==> src/rtl/fsm_seq_detect_pkg.sv <==
// Shared defaults and types for the serial pattern detectors.
// The optional match counter is enabled by defining FSM_MATCH_COUNT_EN.
package fsm_seq_detect_pkg;

    localparam int         DEF_N       = 4;
    localparam logic [3:0] DEF_PATTERN = 4'b1101;
    localparam int         DEF_COUNT_W = 8;

    typedef enum logic {
        MODE_NONOVERLAP = 1'b0,
        MODE_OVERLAP    = 1'b1
    } match_mode_e;

endpackage

==> src/rtl/fsm_seq_detect_sat_counter.sv <==
// Saturating up-counter with synchronous active-high reset; holds at all-ones.
// Used by the detectors when FSM_MATCH_COUNT_EN is defined.
module sat_counter #(
    parameter int WIDTH = 8
) (
    input  logic             clk,
    input  logic             reset,
    input  logic             inc,
    output logic [WIDTH-1:0] count
);

    logic [WIDTH-1:0] count_r;

    // Count register: increments on inc and sticks at the maximum value
    always_ff @(posedge clk) begin
        if (reset) begin
            count_r <= '0;
        end else if (inc && (count_r != {WIDTH{1'b1}})) begin
            count_r <= count_r + WIDTH'(1);
        end else begin
            count_r <= count_r;
        end
    end

    assign count = count_r;

endmodule

==> src/rtl/fsm_seq_detect.sv <==
// Parametrised Moore serial pattern detector with overlapping or non-overlapping matching.
// Defining FSM_MATCH_COUNT_EN adds a saturating match_count output.
module fsm_seq_detect
    import fsm_seq_detect_pkg::*;
#(
    parameter int           N       = DEF_N,
    parameter logic [N-1:0] PATTERN = N'(DEF_PATTERN),
    parameter bit           OVERLAP = 1'b1,
    parameter int           COUNT_W = DEF_COUNT_W
) (
    input  logic               clk,
    input  logic               reset,
    input  logic               en,
    input  logic               in,
    output logic               out
`ifdef FSM_MATCH_COUNT_EN
    ,
    output logic [COUNT_W-1:0] match_count
`endif
);

    localparam int               FILL_W    = $clog2(N + 1);
    localparam logic [FILL_W-1:0] FILL_FULL = FILL_W'(N);
    localparam match_mode_e      MODE      = OVERLAP ? MODE_OVERLAP : MODE_NONOVERLAP;

    if (N < 2) begin : g_bad_n
        $error("fsm_seq_detect: N must be at least 2");
    end
    if (COUNT_W < 1) begin : g_bad_count_w
        $error("fsm_seq_detect: COUNT_W must be at least 1");
    end

    logic [N-1:0]      hist_r;
    logic [N-1:0]      hist_n_s;
    logic [FILL_W-1:0] fill_r;
    logic [FILL_W-1:0] fill_inc_s;
    logic [FILL_W-1:0] fill_n_s;
    logic              hit_s;
    logic              out_n_s;
    logic              out_r;

    // Next-state: shift in the sample and decide whether this edge completes a match
    always_comb begin
        hist_n_s   = hist_r;
        fill_inc_s = fill_r;
        fill_n_s   = fill_r;
        hit_s      = 1'b0;
        if (en) begin
            hist_n_s = {hist_r[N-2:0], in};
            if (fill_r == FILL_FULL) begin
                fill_inc_s = FILL_FULL;
            end else begin
                fill_inc_s = fill_r + FILL_W'(1);
            end
            // fill gates the compare so a reset hist never counts as pattern bits
            hit_s = (fill_inc_s == FILL_FULL) && (hist_n_s == PATTERN);
            if (hit_s && (MODE == MODE_NONOVERLAP)) begin
                fill_n_s = '0;
            end else begin
                fill_n_s = fill_inc_s;
            end
        end else begin
            hist_n_s = hist_r;
            fill_n_s = fill_r;
        end
    end

    // Output decode: a single-cycle pulse per enabled match
    always_comb begin
        out_n_s = 1'b0;
        if (hit_s) begin
            out_n_s = 1'b1;
        end else begin
            out_n_s = 1'b0;
        end
    end

    // State register: reset dominates en and in
    always_ff @(posedge clk) begin
        if (reset) begin
            hist_r <= '0;
            fill_r <= '0;
            out_r  <= 1'b0;
        end else begin
            hist_r <= hist_n_s;
            fill_r <= fill_n_s;
            out_r  <= out_n_s;
        end
    end

    assign out = out_r;

`ifdef FSM_MATCH_COUNT_EN
    sat_counter #(
        .WIDTH (COUNT_W)
    ) u_match_count (
        .clk   (clk),
        .reset (reset),
        .inc   (hit_s),
        .count (match_count)
    );
`endif

endmodule

==> config.mk <==
export PLATFORM = sky130hd
export DESIGN_NAME = fsm_seq_detect
export DESIGN_NICKNAME = d
export VERILOG_FILES = /design/src/rtl/fsm_seq_detect_pkg.sv /design/src/rtl/fsm_seq_detect_sat_counter.sv /design/src/rtl/fsm_seq_detect.sv
export SDC_FILE = /design/constraint.sdc
export NUM_CORES = 1
export LEC_CHECK = 0
export CAP_MARGIN = 10
export CORE_AREA = 4 4 41 43
export DETAILED_ROUTE_END_ITERATION = 8
export DIE_AREA = 0 0 45 47
export SLEW_MARGIN = 30
export SYNTH_ARGS = -nofsm -noshare
export SYNTH_HDL_FRONTEND = slang
export SYNTH_SLANG_ARGS = --single-unit
==> constraint.sdc <==
create_clock -name clk -period 1.6 [get_ports clk]
set_clock_uncertainty 0.2 [all_clocks]
set_input_delay 0.32 -clock clk [delete_from_list [all_inputs] [get_ports clk]]
set_output_delay 0.32 -clock clk [all_outputs]
set_load 0.005 [all_outputs]
Word-level counts from Yosys, hierarchy flattened
Index checks and enable logic that the tools add are counted.
{ "word_totals": {"reg_bits": 7, "inputBits": 4, "out_inout_bits": 1} }
{ "classes": {"add_sub_neg": 1, "eq_ne": 3, "muxes": 4, "n_reduce_logical": 1} }
{ "ops": {"columns": ["cell", "count"], "rows": [
  ["$eq A3 B3 Y1 const B", 2],
  ["$mux W3", 2],
  ["$eq A4 B4 Y1 const B", 1],
  ["$add A3 B1 Y3 const B", 1],
  ["$mux W1", 2],
  ["$logic_and A1 B1 Y1", 1]
]} }

Logic depth before layout (Yosys ltp)
Gate-level depths: netlist (run 1).
{ "logic_depth": {"ltp_word": 7, "mapped_depth": 5} }

Worst setup path before layout (run 1)
No wires, ideal clock.
{ "synth_timing": {"path_type": "flip-flop to flip-flop", "start": "reg fill_r[0]", "end": "reg out_r, in the netlist out", "setup_time_ns": 0.088, "arrival_ns": 1.018, "required_time_ns": 1.312, "slack_ns": 0.294, "path_stages_with_launch": 5, "path_buffers": 0, "path_cell_list": "dfxtp_1 > inv_1 > ha_1 > nand2b_1 > nor4_2"} }
{ "synth_between": {"elab_chain_cells": 7, "elab_cells_between_ends": 8, "classes_between": "add/sub (1); eq/ne (2); mux (4); reduce/logical (1)"} }
{ "synth_rtl": {"columns": ["item", "line", "text"], "rows": [
  ["start: declaration", "fsm_seq_detect.sv:35", "logic [FILL_W-1:0] fill_r;"],
  ["start signal: assignment", "fsm_seq_detect.sv:86", "fill_r <= fill_n_s;"],
  ["$add A3 B1 Y3 / $eq A3 B3 Y1 (equally long branches)", "fsm_seq_detect.sv:53, fsm_seq_detect.sv:50", null],
  ["$mux W3 *", "fsm_seq_detect.sv:50", "if (fill_r == FILL_FULL) begin"],
  ["$mux W3 *", "fsm_seq_detect.sv:48", "if (en) begin"],
  ["$eq A3 B3 Y1 *", "fsm_seq_detect.sv:56", "hit_s = (fill_inc_s == FILL_FULL) && (hist_n_s == PATTERN);"],
  ["$logic_and A1 B1 Y1 *", "fsm_seq_detect.sv:56", null],
  ["$mux W1 *", "fsm_seq_detect.sv:48", null],
  ["$mux W1 *", "fsm_seq_detect.sv:71", "if (hit_s) begin"],
  ["end signal: assignment", "fsm_seq_detect.sv:87", "out_r <= out_n_s;"],
  ["end: declaration", "fsm_seq_detect.sv:40", "logic out_r;"]
]} }
Mark *: on every way between the ends. The rest lies on a longest branch, timed or not. The select of a mux whose other input is x is not followed.
A chain may end at the register's enable or synchronous reset.

Worst setup path in the final report (run 1)
Same ends and word-level chain as after synthesis.

==> impl_metrics.json, run 1 <==
{
  "status": "finished, final reports clean",
  "rr_worst_depth": 4,
  "cts_max_level": 1,
  "netlist_top_cells_area": "dfxtp_1, mux2i_1, ha_1, nor2_1, nor4_2",
  "seq_area_frac_synth": 0.4358,
  "ys_async_sr_fraction": 0,
  "synthToLayoutAreaGrowth_pct": 32.68,
  "hold_depth": 1,
  "fin_hold_ws_ns": 0.2701,
  "synth_common_cells": "dfxtp_1, mux2i_1, nor2_1",
  "grt_setup_unrepaired": "false",
  "synth_edf_count": 0,
  "cts_made_buffers": 3,
  "cp.required_ns": 1.56,
  "dr_wl_met2_um": 256,
  "period_share": 0.8776,
  "hold_buffers": 0,
  "synth_cell_types": 14,
  "multiInputGateArea_um2": 162.7,
  "track_usage": 0.06176,
  "maxSlewViolCount": 0,
  "hold_end": "out",
  "drive_gt1_frac": 0.1750,
  "avgSynthCellArea_um2": 10.37,
  "drc": 0,
  "die-area_um2": 2115,
  "ir_drop_mv": 0.5724,
  "yosysWarnings": 0,
  "rows": 13,
  "clk_latency_ns": 0.25,
  "yosys.area.top_type": "dfxtp_1",
  "vias": 240,
  "cp.arrival_ns": 1.37,
  "via_per_inst": 4.364,
  "crit_buf_inv": 1,
  "reg2reg_from": "fill_r[0]",
  "final_antenna_net_count": 0,
  "routed-wl-met3_um": 34,
  "synth_most_common_cell": "dfxtp_1",
  "ys.flop_type": "dfxtp_1",
  "antenna_found_initial": 0,
  "cts_buffer_depth": 2,
  "min_period_ns": 1.404,
  "cp-end-kind": "register",
  "core_um2": 1301,
  "max_freq_ghz": 0.7122,
  "final_hold_viol_count": 0,
  "cts.root.buffer_cell": "clkbuf_4",
  "timing.rr.end": "out",
  "nNetsFinal": 47,
  "critPathLaunchType": "register",
  "ioPinCount": 5,
  "tightest_slew_ns": 0.1999,
  "dp.final_hpwl_um": 399,
  "leakage_uw": 0.0002041,
  "syn_inst": 31,
  "crit_chain": "inv_1 -> ha_1 -> nand2b_1 -> nor4_2",
  "antenna_cells": 0,
  "setup_viol": 0,
  "slew-limit-headroom": 0.8656,
  "syn-num-nets": 37,
  "fillers": 149,
  "hold_class": "register to register",
  "slowest_stage": "dfxtp_1",
  "ys_seq_elements": 7,
  "synth.cell_area_um2": 321.6,
  "tns_ns": 0,
  "drtPass1Iterations": 4,
  "cts.sinks": 7,
  "wirelength_um": 519,
  "io_buffers": 4,
  "register_area_um2": 140.1,
  "gp_congestion": 0.6609,
  "wl_per_cell_um": 9.436,
  "cp_max_fo": 5,
  "highest_layer": "met3",
  "clk_pin_slew_worst_paths_ns": 0.06,
  "synth_top_area_frac": 0.4358,
  "critical_path.max_stage_delay_ns": 0.39,
  "grt_max_degree": 9,
  "first_global_vias": 227,
  "fp.dieH_um": 47,
  "power.total_uw": 402.6,
  "min_from": "hist_r[0]",
  "grt_pass1_wl_um": 883,
  "power_density_nw_per_um2": 943.6,
  "start_util": 0.2471,
  "reg2reg_slack_ns": 0.20,
  "drtIter0Drc": 5,
  "wl_met1_um": 228,
  "max_cap_violations": 0,
  "grt_overflow": 0,
  "cts_tree": "built",
  "crit_family": "flip-flops",
  "die_x_um": 45,
  "path_class": "register to register"
}
per-stage QoR:
stage                       util  worst slack (ns)  instances  cell area [um2]
after detailed placement  0.3048           0.04822         51            396.6
after floorplan                -            0.2939         31            321.6
after global placement    0.3048           0.06477         51            396.6
after CTS                 0.3260          0.001242         55            424.2
after global routing      0.3279           0.09881         55            426.7
final                     0.3279            0.1958         55            426.7
state kept, by name, indices dropped and copies added, names as in the netlist:
name,count
fill_r,3
hist_r,3
out,1
kinds of logic (layout without fill, tap and decap cells):
logic type | after synthesis | in the layout | synth area share
and+or+nand+nor | 10 | 10 | 0.1907
buffers and inverters | 3 | 12 | 0.05837
muxes | 5 | 5 | 0.1556
adders and majority gates | 2 | 2 | 0.07781
AOI/OAI and AO/OA | 3 | 3 | 0.05448
xor gates and xnor gates | 1 | 1 | 0.02724
DFF | 7 | 7 | 0.4358
power by group:
part	leakage (uW)	switching [uW]	internal (uW)
logic	0.000129	20.8	29.0
clock network	0.0000177	72.5	91.7
registers	0.0000571	6.67	182
total	0.000204	100	303
what timing repair did:
| action | in CTS | in global routing |
|---|---|---|
| setup buffers | 0 | 0 |
| setup endpoints to repair | 0 | 1 |
| resized for setup | 0 | 1 |
worst max-delay path by stage:
stage / cells after the start / end / start
floorplan: 4 / out / fill_r[0]
finish: 4 / out / fill_r[0]
global placement: 4 / out / en
CTS: 1 / out / out
global route: 4 / out / fill_r[0]
detailed placement: 4 / out / en
final cells by class:
type	instances	share of cell area
Multi-Input combinational cell	21	0.3812
Sequential cell	7	0.3284
Timing Repair Buffer	6	0.1642
Clock buffer	3	0.05279
Clock inverter	1	0.01173
Inverter	2	0.01760
Tap cell	15	0.04399
layer usage:
| metal | global-route usage | vias up |
|---|---|---|
| met5 | 0 | - |
| met2 | 0.1017 | 4 |
| met4 | 0.03509 | 0 |
| li1 | - | 128 |
| met3 | 0.03448 | 0 |
| met1 | 0.06178 | 108 |
cells in the final DEF, fill, tap and decap left out:
cell             synthesis  final
a21oi_1                  2      2
a22oi_1                  1      1
and4b_1                  1      1
buf_12                   0      1
buf_4                    0      1
clkbuf_4                 0      3
clkdlybuf4s50_1          0      3
clkinv_2                 0      1
dfxtp_1                  7      7
dlymetal6s2s_1           0      1
ha_1                     2      2
inv_1                    2      2
mux2i_1                  5      5
nand2b_1                 1      1
nand4b_1                 1      1
nor2_1                   5      5
nor3_1                   1      1
nor4_2                   1      1
xor2_1                   1      1
Note: power is estimated with default switching activity, not from simulation.
==> run 2, diff against run 1 <==
--- a/config.mk
+++ b/config.mk
@@ -6,9 +6,9 @@
 export NUM_CORES = 1
 export LEC_CHECK = 0
 export CAP_MARGIN = 10
-export CORE_AREA = 4 4 41 43
+export CORE_AREA = 2 2 39 41
 export DETAILED_ROUTE_END_ITERATION = 8
-export DIE_AREA = 0 0 45 47
+export DIE_AREA = 0 0 41 43
 export SLEW_MARGIN = 30
 export SYNTH_ARGS = -nofsm -noshare
 export SYNTH_HDL_FRONTEND = slang
==> run 2 against run 1 <==
Cell count is 1.8% higher. Utilization is 2.0 points lower. Total power is 1.2% lower. Routed wire length is 0.58% higher. Combinational power hardly changed. Maximum frequency is 3.7% higher. Die area is 17% lower. Worst setup slack better by 0.050 ns. Critical path depth stayed put. Final area stayed put. Highest routed layer unchanged.
==> impl_metrics.json, run 2 (synthesized netlist as in run 1, its figures left out) <==
{
  "power.internal_uw": 306.3,
  "gp_congestion": 0.5369,
  "hold_buffers": 0,
  "cts_tree": "built",
  "tns_ns": 0,
  "fp.dieH_um": 43,
  "max_freq_ghz": 0.7382,
  "hold_class": "register to register",
  "die-area_um2": 1763,
  "maxSlewViolCount": 0,
  "grt_max_degree": 9,
  "layout_common_cells": "dfxtp_1, mux2i_1, nor2_1",
  "timing.rr.end": "out",
  "tightest_slew_ns": 0.2143,
  "placed_area_um2": 397.9,
  "critical_path.max_stage_delay_ns": 0.38,
  "rows": 14,
  "drc": 0,
  "synthToLayoutAreaGrowth_pct": 32.68,
  "power.switching_uw": 91.56,
  "setup_viol": 0,
  "ioPinCount": 5,
  "drtIter0Drc": 2,
  "power_frac_seq": 0.475,
  "crit_family": "flip-flops",
  "switching_share": 0.2302,
  "min_from": "hist_r[0]",
  "min_period_ns": 1.355,
  "wirelength_um": 522,
  "path_class": "register to register",
  "start_util": 0.2324,
  "nNetsFinal": 47,
  "critPathLaunchType": "register",
  "core_um2": 1384,
  "track_usage": 0.06319,
  "dp.cells": 52,
  "clk_pin_slew_worst_paths_ns": 0.05,
  "cts_made_buffers": 3,
  "io_buffers": 4,
  "grt_use_met3": 0.01571,
  "ir_drop_mv": 0.2340,
  "cp.required_ns": 1.57,
  "rr_worst_depth": 4,
  "hold_end": "out",
  "crit_start": "fill_r[0]",
  "max_cap_violations": 0,
  "first_global_vias": 175,
  "grt_most_used_layer": "met2",
  "antenna_cells": 0,
  "vias": 238,
  "leakage_uw": 0.0002013,
  "slowest_stage": "dfxtp_1",
  "fin_hold_ws_ns": 0.2523,
  "cts_buffer_depth": 2,
  "clk_latency_ns": 0.25,
  "grt_pass1_wl_um": 717,
  "cp-end-kind": "register",
  "drive_gt1_frac": 0.1500,
  "cp_max_fo": 5,
  "period_share": 0.8466,
  "cts.root.buffer_cell": "clkbuf_4",
  "grt_setup_unrepaired": "false",
  "status": "finished, final reports clean",
  "grt_overflow": 0,
  "wl_per_cell_um": 9.321,
  "final_hold_viol_count": 0,
  "crit_chain": "inv_1 -> ha_1 -> nand2b_1 -> nor4_2",
  "finish.instance_area_um2": 426.7,
  "slew-limit-headroom": 0.8571,
  "reg2reg_from": "fill_r[0]",
  "power_density_nw_per_um2": 932.4,
  "final_antenna_net_count": 0,
  "use_met1": 0.07692,
  "hold_depth": 1,
  "final_common_cell": "dfxtp_1",
  "cp.arrival_ns": 1.32,
  "grt_util_met2": 0.08438,
  "cts_max_level": 1,
  "cts.sinks": 7,
  "final_cells": 56,
  "dp.final_hpwl_um": 366.4,
  "via_per_inst": 4.250,
  "die_x_um": 41,
  "utilization": 0.3083,
  "drtPass1Iterations": 5,
  "crit_buf_inv": 1,
  "comb_power_share": 0.125,
  "reg2reg_slack_ns": 0.25,
  "antenna_found_initial": 0,
  "clockPowerShare": 0.400
}
==> run 2: changes by cell type in the layout (fill, tap and decap cells not counted) <==
cell	delta
clkbuf_1	+1
clkinv_2	-1
==> run 2: area by class of cell <==
class                   count  area [um2]
well taps                  16       20.02
fillers                   150       957.2
repair buffers              6       70.07
flip-flops and latches      7       140.1
inverters                   2       7.507
multi-input cells          21       162.7
clock buffers               4       26.28
==> run 2: worst max path at each step <==
stage	end	cells after the start	slack, ns
2_1_floorplan	out	4	0.29
3_3_place_gp	fill_r[2]	4	0.09
3_5_place_dp	fill_r[2]	4	0.06
4_1_cts	out	1	0.04
5_1_grt	out	4	0.15
6_report	out	4	0.25
==> run 2: power groups by stage <==
| stage | sequential, uW | clock, uW | combinational [uW] |
|---|---|---|---|
| final | 189 | 159 | 49.6 |
| after global routing | 190 | 175 | 55.7 |
| after global placement | 192 | 0 | 49.4 |
| after CTS | 189 | 164 | 50.6 |
| after floorplan | 191 | 0 | 31.0 |
| after detailed placement | 193 | 0 | 50.1 |
==> run 2: per-layer routing <==
metal	routed length [um]	share of wire
met1	252	0.48
met2	251	0.48
met3	18	0.034
met4	0	0
met5	0	0
==> run 2: per-stage QoR <==
stage | setup WS [ns] | total power, uW
finish | 0.2454 | 397.8
CTS | 0.03928 | 403.6
floorplan | 0.2939 | 222.3
detailed placement | 0.05699 | 242.9
global placement | 0.08706 | 241.7
global route | 0.1484 | 420.0
==> run 2: repair_timing <==
action                     4_1_cts  5_1_grt
gates resized for setup          0        1
hold endpoints to repair         0        0
setup buffers                    0        0
setup endpoints to repair        0        1
==> run 2: worst reg2reg max path, stage by stage, from the launching register on <==
cell	delay [ns]
dfxtp_1	0.38
inv_1	0.06
ha_1	0.29
nand2b_1	0.15
nor4_2	0.19
==> run 3, diff against run 2 <==
==> constraint.sdc (replaced) <==
create_clock -name clk -period 1.27 [get_ports clk]
set_clock_uncertainty 0.2 [all_clocks]
set_input_delay 0.254 -clock clk [delete_from_list [all_inputs] [get_ports clk]]
set_output_delay 0.254 -clock clk [all_outputs]
set_load 0.005 [all_outputs]
==> run 3 against run 2 <==
First-iteration DRC count unchanged. Cell count rose by 7.1%. Die area is the same. Largest cell class unchanged. Largest power group unchanged. Non-clock buffer count up 4. Clock power rose by 30%.
==> impl_metrics.json, run 3 (synthesized netlist as in run 1, its figures left out) <==
{
  "status": "finished, final reports clean",
  "leakage_uw": 0.0002034,
  "antenna_found_initial": 0,
  "clk_pin_slew_worst_paths_ns": 0.05,
  "endpoint": "out",
  "path_class": "register to register",
  "grt_max_degree": 7,
  "grt_setup_unrepaired": "true",
  "cts_made_buffers": 3,
  "cts_buffer_depth": 2,
  "antenna_cells": 0,
  "vias": 257,
  "period_share": 0.9684,
  "via_per_inst": 4.283,
  "wl_per_cell_um": 10.30,
  "dp_slack_ns": -0.1755,
  "hold_class": "register to register",
  "slew-limit-headroom": 0.8402,
  "hold_buffers": 0,
  "setup_ws_ns": 0.04010,
  "rows": 14,
  "synthToLayoutAreaGrowth_pct": 51.36,
  "final_hold_viol_count": 0,
  "clk_latency_ns": 0.25,
  "drc": 0,
  "dp.final_hpwl_um": 436.4,
  "hold_depth": 1,
  "die_x_um": 41,
  "die-area_um2": 1763,
  "critPathLaunchType": "register",
  "grt_overflow": 0,
  "drtIter0Drc": 2,
  "max_cap_violations": 0,
  "timing.rr.end": "out",
  "rr_worst_depth": 4,
  "maxSlewViolCount": 0,
  "track_usage": 0.09839,
  "cts.sinks": 7,
  "cp.arrival_ns": 1.20,
  "layout_common_cells": "buf_4, mux2i_1, nor2_1, dfxtp_1",
  "max_freq_ghz": 0.8131,
  "fillers": 149,
  "reg2reg_from": "fill_r[0]",
  "crit_start": "fill_r[0]",
  "wirelength_um": 618,
  "cp.required_ns": 1.24,
  "first_global_vias": 236,
  "io_buffers": 4,
  "core_um2": 1384,
  "tightest_slew_ns": 0.2394,
  "cp_max_fo": 3,
  "ir_drop_mv": 0.3554,
  "power_density_nw_per_um2": 1104,
  "fin_hold_ws_ns": 0.2512,
  "nNetsFinal": 51,
  "fp.dieH_um": 43,
  "tns_ns": 0,
  "cts.root.buffer_cell": "clkbuf_4",
  "final_common_cell": "buf_4",
  "ioPinCount": 5,
  "gp_congestion": 0.5901,
  "drtPass1Iterations": 2,
  "utilization": 0.3517,
  "drive_gt1_frac": 0.4318,
  "grt_pass1_wl_um": 938,
  "cp-end-kind": "register",
  "start_util": 0.2324,
  "cts_max_level": 1,
  "setup_viol": 0,
  "cts_tree": "built",
  "final_antenna_net_count": 0,
  "min_period_ns": 1.230,
  "reg2reg_slack_ns": 0.04
}
[run 3: area by class of cell]
class | instances | area [um2] | share of cell area
clock buffer | 4 | 26.28 | 0.05398
inverter | 2 | 7.507 | 0.01542
multi-input combinational | 21 | 207.7 | 0.4267
sequential | 7 | 145.1 | 0.2982
tap | 16 | 20.02 | 0.04113
timing repair buffer | 10 | 80.08 | 0.1645
[run 3: worst min-delay path by stage]
stage | startpoint | to
floorplan | reset | fill_r[0]
global placement | hist_r[0] | out
detailed placement | hist_r[0] | out
finish | hist_r[0] | out
global route | hist_r[0] | out
CTS | hist_r[0] | out
[run 3: routing by layer]
metal / routed length [um] / share of wire / vias to the layer above / global-route usage
met4: 41 / 0.066 / 0 / 0.1400
li1: - / - / 132 / -
met2: 287 / 0.46 / 6 / 0.1188
met3: 36 / 0.058 / 4 / 0.07853
met5: 0 / 0 / - / 0
met1: 252 / 0.41 / 115 / 0.07717
[run 3: repair_timing]
action	CTS	global route
buffers inserted	1	0
endpoints found under the setup margin	2	4
pin swaps	1	2
resized for setup	5	8
[run 3: report_power, final]
| group | internal [uW] | leakage (uW) | switching [uW] | total [uW] |
|---|---|---|---|---|
| sequential | 230 | 0.0000581 | 10.8 | 241 |
| combinational | 55.2 | 0.000130 | 34.3 | 89.5 |
| clock | 120 | 0.0000150 | 87.0 | 207 |
| total | 405 | 0.000203 | 132 | 538 |
[run 3: worst max-delay path: stages (launching register included)]
cell	delay [ns]
dfxtp_2	0.36
ha_4	0.16
xor2_2	0.15
a22oi_2	0.07
nor4_2	0.21
[run 3: through the flow]
stage               instance area (um2)  instances  total power [uW]
finish                            486.7         60             537.5
global route                      486.7         60             572.5
CTS                               462.9         60             535.2
detailed placement                409.1         55             310.2
global placement                  409.1         55             309.8
floorplan                         322.8         31             280.7
